--- config.mk ---
export PLATFORM = sky130hd
export DESIGN_NAME = stream_rr_arbiter
export DESIGN_NICKNAME = d
export VERILOG_FILES = /design/src/rtl/stream_rr_arbiter.sv
export SDC_FILE = /design/constraint.sdc
export NUM_CORES = 1
export LEC_CHECK = 0
export BUFFER_PORTS_ARGS = -buffer_cell sky130_fd_sc_hd__buf_2
export CAP_MARGIN = 20
export CORE_ASPECT_RATIO = 2
export CORE_MARGIN = 1
export CORE_UTILIZATION = 29
export DETAILED_ROUTE_END_ITERATION = 10
export HOLD_SLACK_MARGIN = 0.05
export SLEW_MARGIN = 20
export SYNTH_ARGS = -nofsm -noshare
export SYNTH_HDL_FRONTEND = slang
export SYNTH_SLANG_ARGS = --single-unit
--- constraint.sdc ---
create_clock -name clk -period 6.5 [get_ports clk]
set_clock_uncertainty 0.05 [all_clocks]
set_input_delay 1.3 -clock clk [delete_from_list [all_inputs] [get_ports clk]]
set_output_delay 1.3 -clock clk [all_outputs]
set_load 0.03 [all_outputs]
--- src/rtl/stream_rr_arbiter.sv ---
// ---------------------------------------------------------------------------
// stream_rr_arbiter
//
// Packet-aware round-robin arbiter that merges n valid/ready streams into a
// single registered output stream. Once a requester wins with a non-final
// beat it owns the output until its end-of-packet beat is accepted, so
// packets are never interleaved. After a packet ends, the search for the
// next winner starts at the requester after the one that just finished.
//
// Parameters
//   w         data width per requester
//   n         number of requesters (2..8)
//   iw        width of the requester index (derived)
//
// Ports
//   clk       clock, rising edge
//   rst       synchronous active-high reset
//   up_vld    per-requester valid (bit i = requester i)
//   up_rdy    per-requester ready, one-hot or zero
//   up_data   requester i data at [i*w +: w]
//   up_last   per-requester end-of-packet marker
//   down_vld  registered output valid
//   down_rdy  downstream ready
//   down_data registered output data
//   down_last registered end-of-packet marker
//   down_src  index of the requester that produced the held beat
// ---------------------------------------------------------------------------
module stream_rr_arbiter #(
    parameter int w = 8,
    parameter int n = 4,
    localparam int iw = ($clog2(n) > 1) ? $clog2(n) : 1
) (
    input  logic           clk,
    input  logic           rst,
    input  logic [n-1:0]   up_vld,
    output logic [n-1:0]   up_rdy,
    input  logic [n*w-1:0] up_data,
    input  logic [n-1:0]   up_last,
    output logic           down_vld,
    input  logic           down_rdy,
    output logic [w-1:0]   down_data,
    output logic           down_last,
    output logic [iw-1:0]  down_src
);

    typedef enum logic {
        IDLE   = 1'b0,
        LOCKED = 1'b1
    } state_t;

    state_t        state_reg, state_next;
    logic [iw-1:0] ptr_reg, ptr_next;
    logic [iw-1:0] owner_reg, owner_next;

    logic          down_vld_reg;
    logic [w-1:0]  down_data_reg;
    logic          down_last_reg;
    logic [iw-1:0] down_src_reg;

    logic          out_free;
    logic [2*n-1:0] vld_dbl;
    logic [n-1:0]   vld_rot;
    logic [n-1:0]   rot_oh;
    logic [2*n-1:0] win_dbl;
    logic [n-1:0]   win_oh;
    logic [n-1:0]   owner_oh;
    logic [n-1:0]   gnt_oh;
    logic [n-1:0]   acc_oh;
    logic           accept;

    // AND-OR mux chains over the accepted one-hot vector
    logic [w-1:0]  data_chain  [n+1];
    logic          last_chain  [n+1];
    logic [iw-1:0] src_chain   [n+1];

    logic [w-1:0]  acc_data;
    logic          acc_last;
    logic [iw-1:0] acc_src;

    assign out_free = ~down_vld_reg | down_rdy;

    // Round-robin search: rotate the requests so ptr sits at bit 0, isolate
    // the lowest set bit, then rotate back. The doubled vectors make the
    // rotation wrap correctly for any n, power of two or not.
    assign vld_dbl = {up_vld, up_vld} >> ptr_reg;
    assign vld_rot = vld_dbl[n-1:0];
    assign rot_oh  = vld_rot & (~vld_rot + {{(n-1){1'b0}}, 1'b1});
    assign win_dbl = {rot_oh, rot_oh} << ptr_reg;
    assign win_oh  = win_dbl[2*n-1:n];

    genvar gi;
    generate
        for (gi = 0; gi < n; gi++) begin : g_owner
            assign owner_oh[gi] = (owner_reg == iw'(gi));
        end
    endgenerate

    // In LOCKED the owner is offered the slot whether or not it is valid,
    // which is what keeps everyone else out while the owner stalls.
    always_comb begin
        gnt_oh = '0;
        if (!rst && out_free) begin
            if (state_reg == LOCKED) begin
                gnt_oh = owner_oh;
            end else begin
                gnt_oh = win_oh;
            end
        end
    end

    assign up_rdy = gnt_oh;
    assign acc_oh = gnt_oh & up_vld;
    assign accept = |acc_oh;

    assign data_chain[0] = '0;
    assign last_chain[0] = 1'b0;
    assign src_chain[0]  = '0;
    generate
        for (gi = 0; gi < n; gi++) begin : g_mux
            assign data_chain[gi+1] = data_chain[gi] | (acc_oh[gi] ? up_data[gi*w +: w] : '0);
            assign last_chain[gi+1] = last_chain[gi] | (acc_oh[gi] & up_last[gi]);
            assign src_chain[gi+1]  = src_chain[gi]  | (acc_oh[gi] ? iw'(gi) : '0);
        end
    endgenerate

    assign acc_data = data_chain[n];
    assign acc_last = last_chain[n];
    assign acc_src  = src_chain[n];

    function automatic logic [iw-1:0] next_idx(input logic [iw-1:0] idx);
        if (idx == iw'(n - 1)) begin
            return '0;
        end
        return idx + {{(iw-1){1'b0}}, 1'b1};
    endfunction

    always_comb begin
        state_next = state_reg;
        ptr_next   = ptr_reg;
        owner_next = owner_reg;
        case (state_reg)
            IDLE: begin
                if (accept) begin
                    if (acc_last) begin
                        ptr_next = next_idx(acc_src);
                    end else begin
                        state_next = LOCKED;
                        owner_next = acc_src;
                    end
                end
            end
            LOCKED: begin
                if (accept && acc_last) begin
                    state_next = IDLE;
                    ptr_next   = next_idx(owner_reg);
                end
            end
            default: begin
                state_next = IDLE;
            end
        endcase
    end

    always_ff @(posedge clk) begin
        if (rst) begin
            state_reg     <= IDLE;
            ptr_reg       <= '0;
            owner_reg     <= '0;
            down_vld_reg  <= 1'b0;
            down_data_reg <= '0;
            down_last_reg <= 1'b0;
            down_src_reg  <= '0;
        end else begin
            state_reg <= state_next;
            ptr_reg   <= ptr_next;
            owner_reg <= owner_next;
            if (accept) begin
                // A new beat may replace one leaving in the same cycle
                down_vld_reg  <= 1'b1;
                down_data_reg <= acc_data;
                down_last_reg <= acc_last;
                down_src_reg  <= acc_src;
            end else if (down_rdy) begin
                down_vld_reg <= 1'b0;
            end
        end
    end

    assign down_vld  = down_vld_reg;
    assign down_data = down_data_reg;
    assign down_last = down_last_reg;
    assign down_src  = down_src_reg;

endmodule

# Word level (Yosys, flattened, before mapping)

Index checks and enable logic that the tools add are counted.

Reductions and logical operators: 8
Multiplexer cells: 30
$add $sub $neg: 3
Equality and inequality tests: 7
Bitwise logic cells: 19
Shift-type cells: 2

Operator list:

| cell                | number |
|---|---|
| $mux 8              | 4 |
| $or 8x8->8          | 3 |
| $mux 2              | 9 |
| $mux 1              | 13 |
| $and 4x4->4         | 2 |
| $mux 4              | 2 |
| $shl 8x2->8         | 1 |
| $shr 8x2->4         | 1 |
| $eq 2x2->1 const B  | 3 |
| $reduce_and 3->1    | 2 |
| $add 2x1->2 const B | 2 |
| $add 4x1->4 const B | 1 |
| $and 1x1->1         | 4 |
| $ne 2x2->1 const B  | 2 |
| $not 4->4           | 1 |
| $or 1x1->1          | 4 |
| $pmux 2 s2          | 1 |
| $reduce_or 4->1     | 1 |
| $not 1->1           | 3 |
| $eq 2x1->1 const B  | 1 |
| $logic_and 1x1->1   | 2 |
| $logic_not 2->1     | 1 |
| $ne 2x1->1 const B  | 1 |
| $or 1x2->2          | 1 |
| 4 further kinds     | 4 |

Input port bits: 43
Flip-flop bits (word level): 17
Output and inout bits: 16

# Depth between registers and ports, before layout

Gate-level depths: netlist (run 1).

Depth in word-level cells: 20
Mapped depth: 11

# Least setup slack after synthesis (run 1)

OpenSTA, ideal clock, no wires.

Path type: input port to output port
From: input port up_vld[2]
To: output port up_rdy[0]
Cell stages on the path: 5
Data arrival time: 2.534 ns
Path buffers: 1
Setup slack: 2.616 ns
Path through: buf_2 -> or3_1 -> o221ai_1 -> nand3_1 -> a21oi_1

Word-level cells in the longest chain between the ends: 7

RTL lines:

| element       | RTL line | RTL |
|---|---|---|
| from (decl)   | 35       | `input logic [n-1:0] up_vld,` |
| $shr 8x2->4 * | 85       | `assign vld_dbl = {up_vld, up_vld} >> ptr_reg;` |
| $not 4->4     | 87       | `assign rot_oh = vld_rot & (~vld_rot + {{(n-1){1'b0}}, 1'b1});` |
| $add 4x1->4   | 87       |  |
| $and 4x4->4 * | 87       |  |
| $shl 8x2->8 * | 88       | `assign win_dbl = {rot_oh, rot_oh} << ptr_reg;` |
| $mux 4 *      | 103      | `if (state_reg == LOCKED) begin` |
| $mux 4 *      | 102      | `if (!rst && out_free) begin` |
| to (decl)     | 36       | `output logic [n-1:0] up_rdy,` |

Mark *: on every way between the ends. The rest lies on a longest branch, timed or not.

# Final worst setup path (run 1)

From: input port up_vld[0]
To: output port up_rdy[2]

The elaborated chain is that of the path after synthesis.

==> metrics, run 1 <==
number of I/O pins 59; Die X around 47 um; Post-synth EDFFs 0; Max VDD drop ~0.15 mV; Routed Antenna Nets 0; Worst EP arrival roughly 2.5 ns; slew at the pin closest to its max-slew limit around 0.68 ns; Tot Pwr 418 uW; routability cong. about 0.81; Gates resized, CTS repair 0; Avg Cell Area, Syn 8.05 sq um; initial core utilization 30.4%; worst setup path start up_vld[0]; max_cap viols 0; vias per cell approximately 5.3; Primary FF master, synth dfxtp_1; DRC violation count after routing 0; Post-Syn Area roughly 0.0012 sq mm; DIE AREA 0.00430 sq mm; initial antenna violation count 0; grt ovf 0; Final Slew Violations 0; RSZ-0062 raised after global routing false; Synth Net Count 193; HP Class reg -> reg; min Tclk post-route between 3 and 4 ns; flops & latches, synth 17; critical path's slowest cell nor3_1; # diodes 0; first-pass GRT wire length 5390 um; Async S/R FF share, synth 0%; DRT Pass-1 Iters 5; clk root buf clkbuf_8; Worst Setup Start Kind input pin; Crit path largest cell delay about 0.37 ns; hold buffer count at CTS 0; crit share post-route 58.6%; Fin. Hold Viols 0; Worst slew margin between 50% and 60%; area grow syn2layout 29.4%; FF/Latch Area 340 sq um; Sum Neg Setup Slack 0 ns; Setup crit end kind output port; share of cells above drive strength 1 about 34%; Max Root-Sink Buffers 2; cell count after synthesis 145; height of the die 91.7 um; worst path cell trace buf_2 -> and2b_1 -> nor3_1 -> and2_1 -> o21a_1 -> buf_2; critical path type in -> out; CP dominant cell by count buf_2; outcome finished clean; Fmax around 0.26 GHz; yosys warns 0; Final HPWL DP 2680 um; Finish-stage setup viols 0; pin count of the biggest net entering global routing 19; FILL cells between 400 and 500; routed len/inst about 14 um; Post-CTS Setup Inserts 0; total CTS buffers 3; Clk Latency, worst-skew pair between 0.2 and 0.3 ns; clock sinks 17; min-delay src down_data[5]; Leakage 0.671 nW; power density cells ~280 mW/mm^2; Final nets roughly 250; Seq/Total Area, Yosys 29.2%; FP Rows 32; CTS tree built; Reg clk slew, reported paths roughly 0.070 ns; CP required 5.15 ns; maximum fanout along the worst path 8; number of global-route vias before repair between 1,000 and 1,500; # port buffers between 50 and 60; Core Region around 0.0038 sq mm; initial DRC count 48; final WL about 3400 um; DR vias between 1,000 and 1,500; Synth cell types 40; area occupied by multi-input gates 747 sq um; H-Tree Depth 1; gr usage total 16.9%; Largest register FFs 8
per-stage QoR:
step	utilization, %	instances	area (sq um)	hold slack, ns	worst slack [ns]
floorplan	-	145	1170	0.437	2.62
global placement	38.1	243	1460	0.395	2.73
detailed placement	38.1	243	1460	0.402	2.68
CTS	39.3	247	1510	0.420	2.68
global route	39.3	247	1510	0.434	2.55
finish	39.3	247	1510	0.419	2.69
cells in the mapped netlist (2+ instances only):
cell	instances	share of area (%)
nand2_1	22	7.1
dfxtp_1	17	29
a21oi_1	10	4.3
nor2_1	9	2.9
a222oi_1	8	6.9
a31oi_1	8	4.3
buf_2	7	3.0
inv_1	6	1.9
ha_1	5	5.4
and2_1	4	2.1
o21ai_0	4	1.7
a211oi_1	3	1.9
nand2b_1	3	1.6
nand4_1	3	1.6
o211ai_1	3	1.9
o21a_1	3	1.9
buf_4	2	1.3
nor2b_1	2	1.1
o2111a_1	2	1.9
o2111ai_1	2	1.5
o31ai_1	2	1.3
o32ai_1	2	1.5
cell usage in the layout (no fill, tap or decap), types with 3 or more instances in the layout:
cell type	instances
a21oi_1	10
o211ai_1	3
dfxtp_1	17
nand2_1	22
clkbuf_8	3
nand4_1	3
and2_1	4
nor2_1	9
o21ai_0	4
ha_1	5
a222oi_1	8
nand2b_1	3
o21a_1	3
buf_2	58
a31oi_1	8
inv_1	6
a211oi_1	3
final cells by class:
| class | instances | area share [%] |
|---|---|---|
| multi-input cells | 111 | 49.5 |
| flip-flops and latches | 17 | 22.5 |
| repair buffers | 58 | 19.2 |
| well taps | 51 | 4.23 |
| clock buffers | 3 | 2.73 |
| inverters | 6 | 1.49 |
| clock inverters | 1 | 0.331 |
worst max-delay path, delay by kind of cell:
kind	cells	cell delay, ns
AO/OA/AOI/OAI	1	0.10
AND/OR/NAND/NOR	3	0.73
buffers and inverters	2	0.32
where the power goes:
| part | internal, mW | switching, mW |
|---|---|---|
| clock | 0.0425 | 0.0369 |
| combinational | 0.0723 | 0.119 |
| sequential | 0.125 | 0.0222 |
routing by layer:
metal / vias to the layer above / GRT usage, % / part of all wire (%)
met2: 65 / 31.3 / 54
met3: 11 / 1.38 / 4.3
li1: 656 / - / -
met1: 583 / 17.4 / 39
met5: - / 0 / 0
met4: 0 / 7.62 / 2.8
cells by family after synthesis:
kind of cell | synth area share [%]
AO/OA/AOI/OAI | 35.0
AND/OR/NAND/NOR | 22.7
buffers and inverters | 6.86
adder cells (fa/ha/maj) | 5.36
flip-flops | 29.2
multiplexers | 0.857
final timing paths:
path / endpoint / depth (start not counted) / slack (ns)
min reg2reg: down_data[5] / 2 / 0.42
max: up_rdy[2] / 6 / 2.69
max reg2reg: ptr_reg[0] / 9 / 3.77
min: down_data[5] / 2 / 0.42
Note: power is estimated with default switching activity, not from simulation.
==> inputs of run 2 (changes only) <==
Clock period 6.5 ns to 3.25 ns, I/O delays scaled along.
==> metrics, run 2 (synthesis gave the netlist of run 1 again) <==
routability cong. around 0.9; Fmax between 0.3 and 0.4 GHz; DP Area around 0.0015 sq mm; leading cell type in the layout, fill and taps excluded buf_2; hold buffer count at CTS 0; FP Rows 32; critical path's slowest cell or3_1; FF-to-FF End ptr_reg[0]; Tot Pwr 854 uW; initial core utilization between 30% and 40%; share of cells above drive strength 1 roughly 36%; Final Slew Violations 0; Finish-stage setup viols 0; critical path type in -> out; # port buffers 58; grt ovf 0; power density cells between 500 and 600 mW/mm^2; Worst slew margin slightly below 70%; RSZ-0062 raised after global routing false; pin count of the biggest net entering global routing 18; Leakage between 0.6 and 0.7 nW; number of global-route vias before repair between 1,000 and 1,500; min-delay src down_data[3]; slew at the pin closest to its max-slew limit ~0.48 ns; max_cap viols 0; maximum fanout along the worst path 11; Max Root-Sink Buffers 2; clock group share of total power 18.6%; Sum Neg Setup Slack 0 ns; # diodes 0; DIE AREA 0.00430 sq mm; CP bufs+invs 2; initial antenna violation count 0; Setup crit end kind output port; gr usage total 17.6%; HP Class reg -> reg; initial DRC count 63; area grow syn2layout 32.6%; Die X between 40 and 50 um; vias per cell 5.31; clk root buf clkbuf_8; combinational cell fraction of total power ~49%; Gates resized, CTS repair 0; first-pass GRT wire length between 5000 and 6000 um; outcome finished clean; final WL between 3000 and 4000 um; CP delay by family, top simple AND/OR/NAND/NOR gates; path depth of the worst reg2reg path 8; switch share roughly 42%; Largest register FFs 8; CTS tree built; Final HPWL DP between 2000 and 3000 um; final instance area between 0.0015 and 0.002 sq mm; min Tclk post-route roughly 2.5 ns; cell internal pwr just under 500 uW; Reg clk slew, reported paths roughly 0.07 ns; crit share post-route between 70% and 80%; Crit path largest cell delay roughly 0.37 ns; clock sinks 17; Max VDD drop 0.310 mV; Finished Core Util 40.3%; commonest non-fill, non-tap cells in the layout buf_2 (58), nand2_1 (22), dfxtp_1 (17); Flop pwr share about a third; CP required around 2.6 ns; switching pwr about 360 uW; routed len/inst 13.9 um; Core Region about 0.0038 sq mm; DRC violation count after routing 0; number of I/O pins roughly 60; total CTS buffers 3; Worst Setup Start Kind input pin; Final nets 250; CP dominant cell by count buf_2; Post-CTS Setup Inserts 0; Routed Antenna Nets 0; DRT Pass-1 Iters 4; Fin. Hold Viols 0; Clk Latency, worst-skew pair 0.25 ns; Worst EP arrival 1.83 ns; Worst Hold Depth 2; FF-to-FF setup slack ~0.9 ns; Worst Hold Endpoint down_data[3]; height of the die 91.7 um; DR vias between 1,000 and 1,500; R2R Path Start ptr_reg[0]; H-Tree Depth 1; worst path cell trace buf_2 -> or3_1 -> o221ai_1 -> nand3_1 -> a21oi_1 -> buf_2
==> run 2: cell count changes in the layout (fill, tap and decap cells not counted), sizes merged <==
cell	change
buf	+5
==> run 2: per-layer routing <==
| metal | GRT usage, % | vias to the layer above | wire length (um) |
|---|---|---|---|
| li1 | - | 664 | - |
| met1 | 19.8 | 606 | 1370 |
| met2 | 32.2 | 62 | 1890 |
| met3 | 1.77 | 6 | 203 |
| met4 | 5.00 | 0 | 42 |
| met5 | 0 | - | 0 |
==> run 2: worst max-delay path by stage <==
stage	slack [ns]	cells after the start	startpoint	to
global route	0.52	11	down_rdy	ptr_reg[0]
CTS	0.72	6	up_vld[2]	up_rdy[0]
floorplan	0.67	5	up_vld[2]	up_rdy[0]
finish	0.72	6	up_vld[2]	up_rdy[0]
global placement	0.60	11	down_rdy	ptr_reg[0]
detailed placement	0.53	11	down_rdy	ptr_reg[0]
==> run 2: per-stage QoR <==
step | hold WS (ns) | worst slack, ns | cells
final | 0.417 | 0.725 | 252
after floorplan | 0.437 | 0.666 | 145
after global placement | 0.403 | 0.604 | 248
after global routing | 0.435 | 0.515 | 252
after CTS | 0.421 | 0.718 | 252
after detailed placement | 0.412 | 0.531 | 248
==> run 2: final cells by class <==
cell class | instances | area [sq um]
clock buffers | 3 | 41.3
fillers | 434 | 2300
well taps | 51 | 63.8
flip-flops and latches | 17 | 340
multi-input cells | 111 | 747
repair buffers | 63 | 328
clock inverters | 1 | 5.00
inverters | 6 | 22.5
==> run 2: worst register-to-register path: cells and delay by family (launching register included) <==
family	cells	cell delay (ns)
flip-flops	1	0.45
AND/OR/NAND/NOR	3	0.78
AO/OA/AOI/OAI	4	0.79
adder cells (fa/ha/maj)	1	0.20
==> run 2: power by group through the flow <==
stage	sequential, mW	combinational (mW)	clock [mW]
after floorplan	0.327	0.251	0
after global placement	0.283	0.417	0
after detailed placement	0.285	0.416	0
after CTS	0.280	0.417	0.164
after global routing	0.285	0.459	0.171
final	0.279	0.416	0.159
